===== src/rtl/alu_cdb_stage_pkg.sv =====
// Shared definitions for the ALU functional unit and its CDB interface.
// Also used by the CDB arbiter and ROB.
package alu_cdb_stage_pkg;

  localparam int XLEN      = 32;
  localparam int CDB_TAG_W = 5;

  typedef enum logic [3:0] {
    ALU_ADD  = 4'd0,
    ALU_SUB  = 4'd1,
    ALU_AND  = 4'd2,
    ALU_OR   = 4'd3,
    ALU_XOR  = 4'd4,
    ALU_SLT  = 4'd5,
    ALU_SLTU = 4'd6,
    ALU_SLL  = 4'd7,
    ALU_SRL  = 4'd8,
    ALU_SRA  = 4'd9
  } alu_func_e;

  typedef struct packed {
    logic                 valid;
    logic [CDB_TAG_W-1:0] tag;
    logic [XLEN-1:0]      value;
  } cdb_packet_t;

  localparam logic [XLEN-1:0] ALU_DEFAULT_RESULT = 32'hfacebeec;

endpackage


===== src/rtl/alu.sv =====
// Combinational integer ALU; unknown function codes yield a recognisable marker value.
module alu
  import alu_cdb_stage_pkg::*;
(
  input  logic [XLEN-1:0] opa,
  input  logic [XLEN-1:0] opb,
  input  alu_func_e       func,
  output logic [XLEN-1:0] result
);

  logic [4:0] shamt;
  assign shamt = opb[4:0];

  always_comb begin
    result = ALU_DEFAULT_RESULT;
    case (func)
      ALU_ADD:  result = opa + opb;
      ALU_SUB:  result = opa - opb;
      ALU_AND:  result = opa & opb;
      ALU_OR:   result = opa | opb;
      ALU_XOR:  result = opa ^ opb;
      ALU_SLT:  result = {{(XLEN-1){1'b0}}, $signed(opa) < $signed(opb)};
      ALU_SLTU: result = {{(XLEN-1){1'b0}}, opa < opb};
      ALU_SLL:  result = opa << shamt;
      ALU_SRL:  result = opa >> shamt;
      ALU_SRA:  result = XLEN'($signed(opa) >>> shamt);
      default:  result = ALU_DEFAULT_RESULT;
    endcase
  end

endmodule


===== src/rtl/result_fifo.sv =====
// In-order synchronous FIFO with occupancy count and first-word-fall-through head.
module result_fifo #(
  parameter  int DEPTH = 4,
  parameter  int WIDTH = 8,
  localparam int CNT_W = $clog2(DEPTH + 1),
  localparam int PTR_W = (DEPTH > 1) ? $clog2(DEPTH) : 1
) (
  input  logic             clock,
  input  logic             reset_n,
  input  logic             clear,
  input  logic             push,
  input  logic             pop,
  input  logic [WIDTH-1:0] wdata,
  output logic [WIDTH-1:0] rdata,
  output logic [CNT_W-1:0] count
);

  logic [WIDTH-1:0] mem [DEPTH];
  logic [PTR_W-1:0] head_reg, tail_reg;
  logic [PTR_W-1:0] head_next, tail_next;
  logic [CNT_W-1:0] count_reg;
  logic             do_push, do_pop;

  // Guard against overflow/underflow even if a caller misbehaves.
  assign do_pop  = pop & (count_reg != '0);
  assign do_push = push & ((count_reg < CNT_W'(DEPTH)) | do_pop);

  // Non-power-of-two depths need an explicit wrap.
  assign head_next = (head_reg == PTR_W'(DEPTH - 1)) ? '0 : head_reg + PTR_W'(1);
  assign tail_next = (tail_reg == PTR_W'(DEPTH - 1)) ? '0 : tail_reg + PTR_W'(1);

  always_ff @(posedge clock or negedge reset_n) begin
    if (!reset_n) begin
      head_reg  <= '0;
      tail_reg  <= '0;
      count_reg <= '0;
    end else if (clear) begin
      head_reg  <= '0;
      tail_reg  <= '0;
      count_reg <= '0;
    end else begin
      if (do_push) tail_reg <= tail_next;
      if (do_pop)  head_reg <= head_next;
      case ({do_push, do_pop})
        2'b10:   count_reg <= count_reg + CNT_W'(1);
        2'b01:   count_reg <= count_reg - CNT_W'(1);
        default: count_reg <= count_reg;
      endcase
    end
  end

  always_ff @(posedge clock) begin
    if (do_push && !clear) mem[tail_reg] <= wdata;
  end

  assign rdata = mem[head_reg];
  assign count = count_reg;

endmodule


===== src/rtl/alu_cdb_stage.sv =====
// ALU execute stage: evaluates issued ops, buffers (tag, result) in order and
// broadcasts them on the CDB as grants arrive.
module alu_cdb_stage
  import alu_cdb_stage_pkg::*;
#(
  parameter  int DEPTH = 4,
  parameter  int TAG_W = 5,
  localparam int CNT_W = $clog2(DEPTH + 1)
) (
  input  logic             clock,
  input  logic             reset_n,
  input  logic             flush,
  input  logic             issue_valid,
  output logic             issue_ready,
  input  logic [XLEN-1:0]  issue_opa,
  input  logic [XLEN-1:0]  issue_opb,
  input  alu_func_e        issue_func,
  input  logic [TAG_W-1:0] issue_tag,
  output logic             cdb_req,
  input  logic             cdb_grant,
  output logic [XLEN-1:0]  cdb_value,
  output logic [TAG_W-1:0] cdb_tag,
  output logic [CNT_W-1:0] count
);

  localparam int ENTRY_W = TAG_W + XLEN;

  logic [XLEN-1:0]    alu_result;
  logic [ENTRY_W-1:0] head_entry;
  logic [TAG_W-1:0]   head_tag;
  logic [XLEN-1:0]    head_value;
  logic               granted, push, pop;

  alu u_alu (
    .opa    (issue_opa),
    .opb    (issue_opb),
    .func   (issue_func),
    .result (alu_result)
  );

  assign cdb_req     = (count != '0);
  assign granted     = cdb_req & cdb_grant;
  // A slot freed by this cycle's grant can be refilled in the same cycle.
  assign issue_ready = (count < CNT_W'(DEPTH)) | granted;
  assign push        = issue_valid & issue_ready & ~flush;
  assign pop         = granted & ~flush;

  result_fifo #(
    .DEPTH (DEPTH),
    .WIDTH (ENTRY_W)
  ) u_result_fifo (
    .clock   (clock),
    .reset_n (reset_n),
    .clear   (flush),
    .push    (push),
    .pop     (pop),
    .wdata   ({issue_tag, alu_result}),
    .rdata   (head_entry),
    .count   (count)
  );

  assign {head_tag, head_value} = head_entry;
  assign cdb_value = cdb_req ? head_value : '0;
  assign cdb_tag   = cdb_req ? head_tag   : '0;

endmodule

===== config.mk =====
export PLATFORM = sky130hd
export DESIGN_NAME = alu_cdb_stage
export DESIGN_NICKNAME = d
export VERILOG_FILES = /design/src/rtl/alu_cdb_stage_pkg.sv /design/src/rtl/alu.sv /design/src/rtl/result_fifo.sv /design/src/rtl/alu_cdb_stage.sv
export SDC_FILE = /design/constraint.sdc
export NUM_CORES = 1
export LEC_CHECK = 0
export CAP_MARGIN = 10
export CORE_ASPECT_RATIO = 1.75
export CORE_UTILIZATION = 40
export CTS_BUF_LIST = sky130_fd_sc_hd__clkbuf_8
export CTS_CLUSTER_DIAMETER = 150
export DETAILED_ROUTE_END_ITERATION = 10
export GPL_ROUTABILITY_DRIVEN = 0
export PLACE_DENSITY = 0.68
export SYNTH_ARGS = -nofsm -noshare
export SYNTH_HDL_FRONTEND = slang
export SYNTH_HIERARCHICAL = 1
export SYNTH_SLANG_ARGS = --single-unit

===== constraint.sdc =====
create_clock -name clock -period 9.5 [get_ports clock]
set_input_delay 0.95 -clock clock [delete_from_list [all_inputs] [get_ports clock]]
set_output_delay 0.95 -clock clock [all_outputs]
set_load 0.01 [all_outputs]

**After elaboration in Yosys (flattened, before gate mapping)**

Memories as Yosys holds them, arrays and structs flattened.
Index checks and enable logic that the tools add are counted.

- Register bits: 7
- RAM bits: 148
- Bits of input ports: 78
- Output and inout bits: 42
- Logic and storage cells: 61
- Memories kept: 1

Memory list:

| memory | depth | bits a word | read ports | clocked after Yosys merged registers in | wr ports | line | RTL |
|---|---|---|---|---|---|---|---|
| u_result_fifo.mem | 4 | 37 | 1 | 0 | 1 | result_fifo.sv:18 | `logic [WIDTH-1:0] mem [DEPTH];` |

- Add/subtract/negate cells: 6
- Order comparisons: 3
- Equal/unequal tests: 13
- Shift operators: 3
- Mux-type cells: 13
- Bitwise logic cells: 12
- Reductions and logical operators: 7

Operators by type and width:

| kind | count |
|---|---|
| 32-bit case mux with 10 select lines | 1 |
| 32-bit less-than comparator | 2 |
| 32-bit adder | 1 |
| 32-bit AND | 1 |
| 32-bit 2-to-1 mux | 1 |
| 32-bit OR | 1 |
| 32-bit by 5-bit << shifter with 32-bit output | 1 |
| 32-bit by 5-bit right shift with 32-bit output | 1 |
| 32-bit by 5-bit >>> shifter with 32-bit output | 1 |
| 32-bit subtractor | 1 |
| 32-bit XOR | 1 |
| 4-bit by 3-bit equality test with 1-bit output (second input constant) | 4 |
| 2-bit 2-to-1 mux | 6 |
| 4-bit by 2-bit equality test with 1-bit output (second input constant) | 2 |
| 4-bit equality test (second input constant) | 2 |
| 1-bit AND | 6 |
| 2-bit equality test (second input constant) | 3 |
| 3-bit case mux with 2 select lines | 1 |
| 3-bit nonzero test | 2 |
| 5-bit 2-to-1 mux | 1 |
| 2-bit by 1-bit adder with 2-bit output (second input constant) | 2 |
| 4-bit by 1-bit equality test with 1-bit output (second input constant) | 1 |
| 4-bit zero test | 1 |
| 2-bit nonzero test | 2 |
| 10 further kinds | 12 |

**Depth between registers and ports, before layout**

Gate-level depths: netlist (run 1).

- Depth after elaboration: 9
- Depth in mapped cells: 14
- Gate-level depth less buffers: 13

**Hierarchy**

Netlist (run 1), hierarchy kept.

By module, submodules not included:

| module | instances | cells each | area an instance (um^2) | seq. area each (um^2) |
|---|---|---|---|---|
| alu | 1 | 1234 | 8550.7 | 0.0 |
| result_fifo | 1 | 253 | 5870.6 | 4619.4 |
| alu_cdb_stage | 1 | 46 | 292.8 | 0.0 |

**Least setup slack after synthesis (run 1)**

OpenSTA, ideal clock, no wires.

- Kind: in2reg
- Start: input issue_opb[2]
- End: memory u_result_fifo/mem[0][29] in the netlist's numbering, data pin
- Setup time: 0.290 ns
- Data arrival time: 3.844 ns
- Required time: 9.210 ns
- Slack: 5.365 ns
- Stages on the path: 14
- Path buffers: 3
- Cells stage by stage: clkbuf_1 inv_2 buf_2 buf_1 ha_1 inv_1 a21oi_1 o31ai_2 a21oi_1 o41ai_1 a31oi_1 o211ai_1 xor2_1 o21ai_0

- Cells in the longest elaborated chain, start to end: 2
- Elaborated cells between the ends (all ways): 6
- Those cells by class: 2 x add/sub; 3 x shift; 1 x mux

RTL lines:

| item | line | RTL |
|---|---|---|
| from (decl) | alu_cdb_stage.sv:16 | `input logic [XLEN-1:0] issue_opb,` |
| 32-bit subtractor (tied with other cells) | alu.sv:18 | `ALU_SUB: result = opa - opb;` |
| 32-bit case mux with 10 select lines * | alu.sv:16 | `case (func)` |
| net alu_result[29] | alu_cdb_stage.sv:28 | `logic [XLEN-1:0] alu_result;` |
| to (decl) | result_fifo.sv:18 |  |

Mark *: on every way through the listed nets, which the timed path passes. The rest lies on a longest branch.

**Final worst setup path (run 1)**

- Start: input issue_opb[4]
- End: memory u_result_fifo/mem[3][31] in the netlist's numbering, data pin

The elaborated chain is that of the path after synthesis.

==> summary.txt, run 1 <==
Flow run
  – Max_cap viols: 0

Timing
  – Setup TNS: 0 ns
  – RSZ-0062 raised after global routing: false
  – F_max: 200 MHz
  – Slew @ Worst Pin: 1.08 ns
  – Final setup fails: 0
  – Post-layout minimum cycle time: 5.01 ns
  – Slew Viols, Final: 0
  – Hold Violations, Final: 0
  – Slew headroom: 0.277
  – Final Cycle Share: 0.527
  – Clock Skews: 0.0107 ns

Pwr
  – P_int: 1.27 mW
  – Comb power frac: 0.347
  – Leak: 6.06 nW
  – P per Cell Area: 116 nW/µm²
  – Power share of the clock group: 0.247
  – Maximum vdd drop: 0.0739 mV
  – Flop pwr share: 0.406
  – Psw: 644 µW
  – Switching Fraction: 0.337

Finish
  – Nets: 1766
  – Most common cell after layout, fill and taps aside: nor2_1
  – Share of cells above drive strength 1: 0.119
  – Area growth from synthesis to final layout: 12.4%
  – Most frequent cells in the layout: nor2_1, edfxtp_1, a21oi_1, clkdlybuf4s50_1, o21ai_0
  – Max FFs per register: 148
  – Final Util: 0.458

Floorplanning
  – Initial Util: 0.407
  – Die width: 147 µm
  – Die ar.: 37600 µm²
  – Number of I/O pins: 120
  – Die Span Y: 256 µm
  – Core area: 36100 µm²
  – Row Count: 92

Global routing
  – Largest net degree at the start of global routing: 69
  – First-pass GRT wire length: 80300 µm
  – Met2 usage: 0.487
  – Initial antenna violation count: 2
  – Met1 usage: 0.305
  – GR Util All Layers: 0.287
  – Grt ovf: 0
  – Busiest layer in global routing: met2
  – Grt met3 use: 0.0570
  – Vias in the first global route: 13044

Yosys
  – Synthesized area: 14700 µm²
  – Post-synth top flop: edfxtp_1
  – Sequential area share after synthesis: 0.314
  – Syn. warnings: 6
  – Number of synthesized flops with an enable pin: 148
  – Synthesis-stage register bit count: 155
  – Unique masters post-synth: 91
  – Ys async rst share: 0.0452
  – Synth Instances: 1533
  – Syn avg cell area: 9.60 µm²
  – Syn_nets: 1715

CTS
  – Post-CTS Setup Bufs: 0
  – CTS tree: done
  – Root Driver: clkbuf_8
  – Clk Latency, worst-skew pair: 0.45 ns
  – Clock Sinks: 155
  – H-tree Lvls: 4
  – Deepest clock path buffer count: 2
  – Cts hold-fix bufs: 0
  – CTS resizes: 0
  – CTS Buf Count: 17
  – Reg clk slew, reported paths: 0.08 ns

Detailed routing
  – Via density: 6.47
  – DRC errors left: 0
  – Initial DRC Count: 1509
  – DR vias: 13371
  – Total Wirelength: 53700 µm
  – Antenna Nets Post-Route: 0
  – Routed WL per cell: 26.0 µm
  – First-pass DRT Iterations: 6

Place
  – IO Port Bufs: 119
  – Dpl hpwl: 39400 µm

Setup path
  – Setup CP Type: input pin to register
  – Crit path launch: issue_opb[4]
  – R2R Setup Slk: 6.35 ns
  – R2r startpoint: u_result_fifo/count[1]
  – Worst-path maximum fanout: 40
  – Arrival time worst endpoint: 5.21 ns
  – Critical Path Start Type: input pin
  – CP required: 9.71 ns
  – Setup crit end kind: register

Outcome
  – Outcome: completed

Min path
  – HP Start: u_result_fifo/tail_reg[1]
  – Hold crit path type: register to register
==> per-stage QoR <==
step           instances  worst slack, ns  area (µm²)  hold WS [ns]  total power [mW]
2_1_floorplan       1533             5.37       14700         0.561              1.20
3_3_place_gp        2034             4.36       16200         0.590              1.42
3_5_place_dp        2034             4.24       16200         0.611              1.43
4_1_cts             2064             4.71       16500         0.620              1.89
5_1_grt             2065             4.30       16500         0.633              1.98
6_report            2066             4.49       16500         0.616              1.91
==> final cells by class <==
class	instances	area, µm²
Antenna cell	1	2.50
Fill cell	3457	19600
Timing Repair Buffer	149	1390
Clock inverter	13	138
Multi-Input combinational cell	1162	9190
Inverter	99	372
Sequential cell	155	4620
Clock buffer	17	234
Tap cell	470	588
==> path summary, 6_finish.rpt <==
| kind | endpoint | cells after the start |
|---|---|---|
| max | u_result_fifo/mem[3][31] | 13 |
| min | u_result_fifo/tail_reg[1] | 2 |
| max reg2reg | u_result_fifo/mem[3][18] | 7 |
| min reg2reg | u_result_fifo/tail_reg[1] | 2 |
| max in group asynchronous | u_result_fifo/head_reg[0] | 1 |
| min in group asynchronous | u_result_fifo/count[0] | 1 |
==> kinds of logic after synthesis <==
kind of cell | share of synthesized area
and+or+nand+nor | 0.143
adders and majority gates | 0.0900
buffers and inverters | 0.0632
muxes | 0.171
xor gates and xnor gates | 0.0143
AOI/OAI and AO/OA | 0.205
DFF | 0.314
==> layer usage <==
| layer | vias to the layer above | share of wire |
|---|---|---|
| li1 | 5862 | - |
| met1 | 6415 | 0.34 |
| met2 | 824 | 0.49 |
| met3 | 268 | 0.078 |
| met4 | 2 | 0.094 |
| met5 | - | 0.00026 |
==> power groups by stage <==
stage	clock, mW	sequential (mW)	combinational [mW]
after detailed placement	0	0.791	0.634
after global placement	0	0.790	0.626
after global routing	0.503	0.776	0.705
after floorplan	0	0.789	0.413
after CTS	0.479	0.776	0.637
final	0.472	0.776	0.664
==> Yosys cell counts (all sizes together), types with 4 or more instances <==
cell	n	area, µm²
a31oi	13	96.3
a211o	7	62.6
o221ai	10	87.6
nor4	13	81.3
o311ai	7	78.8
nand3	13	65.1
nor3	30	155
o21a	5	37.5
a311oi	7	67.6
o21bai	12	90.1
buf	55	324
a221oi	15	131
mux2i	36	360
a211oi	31	233
mux2	7	78.8
and3	5	31.3
mux4	92	2070
a21o	14	105
clkbuf	62	234
o22ai	10	62.6
inv	98	368
nand2b	10	70.1
a221o	5	50.1
o31ai	16	130
edfxtp	148	4440
nand4	4	25.0
nor2b	45	282
a21oi	123	616
o21ai	119	611
and2	10	62.6
ha	101	1260
o211ai	18	135
a22oi	11	82.6
nand3b	7	52.6
dfrtp	7	175
xor2	11	96.3
or3	13	81.3
nor2	190	721
o2111ai	7	61.3
xnor2	13	114
nand2	87	327
==> critical path, cell delays in order <==
cell and delay [ns]:
clkdlybuf4s50_1 0.45, buf_4 0.37, inv_1 0.43, ha_1 0.56
a2111oi_4 0.44, o21ai_0 0.26, a22oi_1 0.27, a31oi_1 0.28
a211oi_1 0.31, o22ai_1 0.10, a31oi_1 0.29, xor2_1 0.10
o21ai_0 0.37
No activity file was read; power rests on OpenSTA's default activity.
==> inputs of run 2 (changes only) <==
- PLACE_DENSITY: 0.68 -> 0.71
- clock period: 9.5 -> 4.1 ns (I/O delays scaled with it)
==> summary.txt, run 2 (synthesis results as in run 1) <==
Global routing
  – Initial antenna violation count: 4
  – GR Util All Layers: 0.297
  – First-pass GRT wire length: 83100 µm
  – Largest net degree at the start of global routing: 67
  – Grt ovf: 0
  – Vias in the first global route: 13646

Flow run
  – Max_cap viols: 0

Setup path
  – R2R Setup Slk: 1.20 ns
  – Setup CP Type: input pin to register
  – CP required: 4.23 ns
  – R2r startpoint: u_result_fifo/count[2]
  – Setup crit end kind: register
  – Critical Path Start Type: input pin
  – Crit Reg-Reg Endpoint: u_result_fifo/mem[2][18]
  – Worst-path maximum fanout: 8
  – Path depth of the worst reg2reg path: 6
  – Arrival time worst endpoint: 4.11 ns

CTS
  – CTS Buf Count: 25
  – Deepest clock path buffer count: 3
  – Root Driver: clkbuf_8
  – H-tree Lvls: 4
  – Cts hold-fix bufs: 0
  – Post-CTS Setup Bufs: 0
  – Clk Latency, worst-skew pair: 0.46 ns
  – Clock Sinks: 155
  – Reg clk slew, reported paths: 0.07 ns
  – CTS resizes: 0
  – CTS tree: done

Place
  – Dpl hpwl: 41100 µm
  – IO Port Bufs: 119

Detailed routing
  – First-pass DRT Iterations: 6
  – Antenna Nets Post-Route: 0
  – Via density: 6.49
  – Routed WL per cell: 26.0 µm
  – DR vias: 13928
  – Total Wirelength: 55700 µm
  – DRC errors left: 0
  – Initial DRC Count: 1517

Timing
  – RSZ-0062 raised after global routing: false
  – Final Cycle Share: 0.971
  – Final hold slack: 0.231 ns
  – Clock Skews: 0.0117 ns
  – Hold Violations, Final: 0
  – Final setup fails: 0
  – Slew @ Worst Pin: 1.17 ns
  – Slew Viols, Final: 0
  – Post-layout minimum cycle time: 3.98 ns
  – Slew headroom: 0.217
  – F_max: 251 MHz

Floorplanning
  – Number of I/O pins: 120
  – Initial Util: 0.407
  – Die Span Y: 256 µm
  – Row Count: 92
  – Core area: 36100 µm²
  – Die width: 147 µm
  – Die ar.: 37600 µm²

Pwr
  – P per Cell Area: 267 nW/µm²
  – Overall power: 4.58 mW
  – Maximum vdd drop: 0.163 mV
  – Leak: 6.44 nW

Outcome
  – Outcome: completed

Finish
  – Max FFs per register: 148
  – Most common cell after layout, fill and taps aside: nor2_1
  – Share of cells above drive strength 1: 0.162
  – Area growth from synthesis to final layout: 16.6%
  – Register area: 4620 µm²
  – Most frequent cells in the layout: nor2_1, edfxtp_1, a21oi_1, clkdlybuf4s50_1, o21ai_0
  – Area of the multi-input gates: 9190 µm²
  – Filler instances: 3355
  – Nets: 1850

Min path
  – Hold crit path type: input pin to async pin
## run 2: metrics by stage
step	setup slack, ns	cell area (µm²)	std cells	TNS (ns)	util
finish	0.121	17200	2145	0	0.475
global route	0.108	17200	2144	0	0.475
CTS	0.441	17200	2144	0	0.475
detailed placement	-0.0290	16700	2111	-0.116	0.463
global placement	0.0795	16700	2111	0	0.463
floorplan	0.505	14700	1533	0	-
## run 2: worst max-delay path by stage
stage | startpoint | to | slack, ns | cells after the start
after floorplan | issue_opb[2] | u_result_fifo/mem[0][29] | 0.51 | 14
after global placement | issue_opa[4] | u_result_fifo/mem[0][31] | 0.08 | 13
after detailed placement | issue_opa[4] | u_result_fifo/mem[3][31] | -0.03 | 13
after CTS | issue_opa[4] | u_result_fifo/mem[3][31] | 0.44 | 13
after global routing | issue_opa[18] | u_result_fifo/mem[2][26] | 0.11 | 9
final | issue_opa[15] | u_result_fifo/mem[2][26] | 0.12 | 9
## run 2: worst max-delay path, stage by stage
cell and delay, ns:
clkdlybuf4s50_1 0.73, buf_4 0.33, mux4_2 0.51, mux2i_1 0.22
o21ai_0 0.30, a221oi_1 0.40, a21oi_1 0.19, a211oi_1 0.67
o311ai_1 0.34
## run 2: metal layers
metal,global-route usage,share of wire,vias to the layer above
li1,-,-,6028
met1,0.313,0.32,6575
met2,0.495,0.47,988
met3,0.0613,0.092,335
met4,0.268,0.11,2
met5,0,0.00025,-
## run 2: cell type report
class,instances,share of cell area
inverters,99,0.0217
well taps,470,0.0343
flip-flops and latches,155,0.269
multi-input cells,1162,0.536
repair buffers,225,0.115
diodes,1,0.000146
clock inverters,8,0.00372
clock buffers,25,0.0201
## run 2: report_power, final
part / switching (mW) / internal, mW
Clock: 0.539 / 0.620
Sequential: 0.0101 / 1.79
Combinational: 0.992 / 0.628
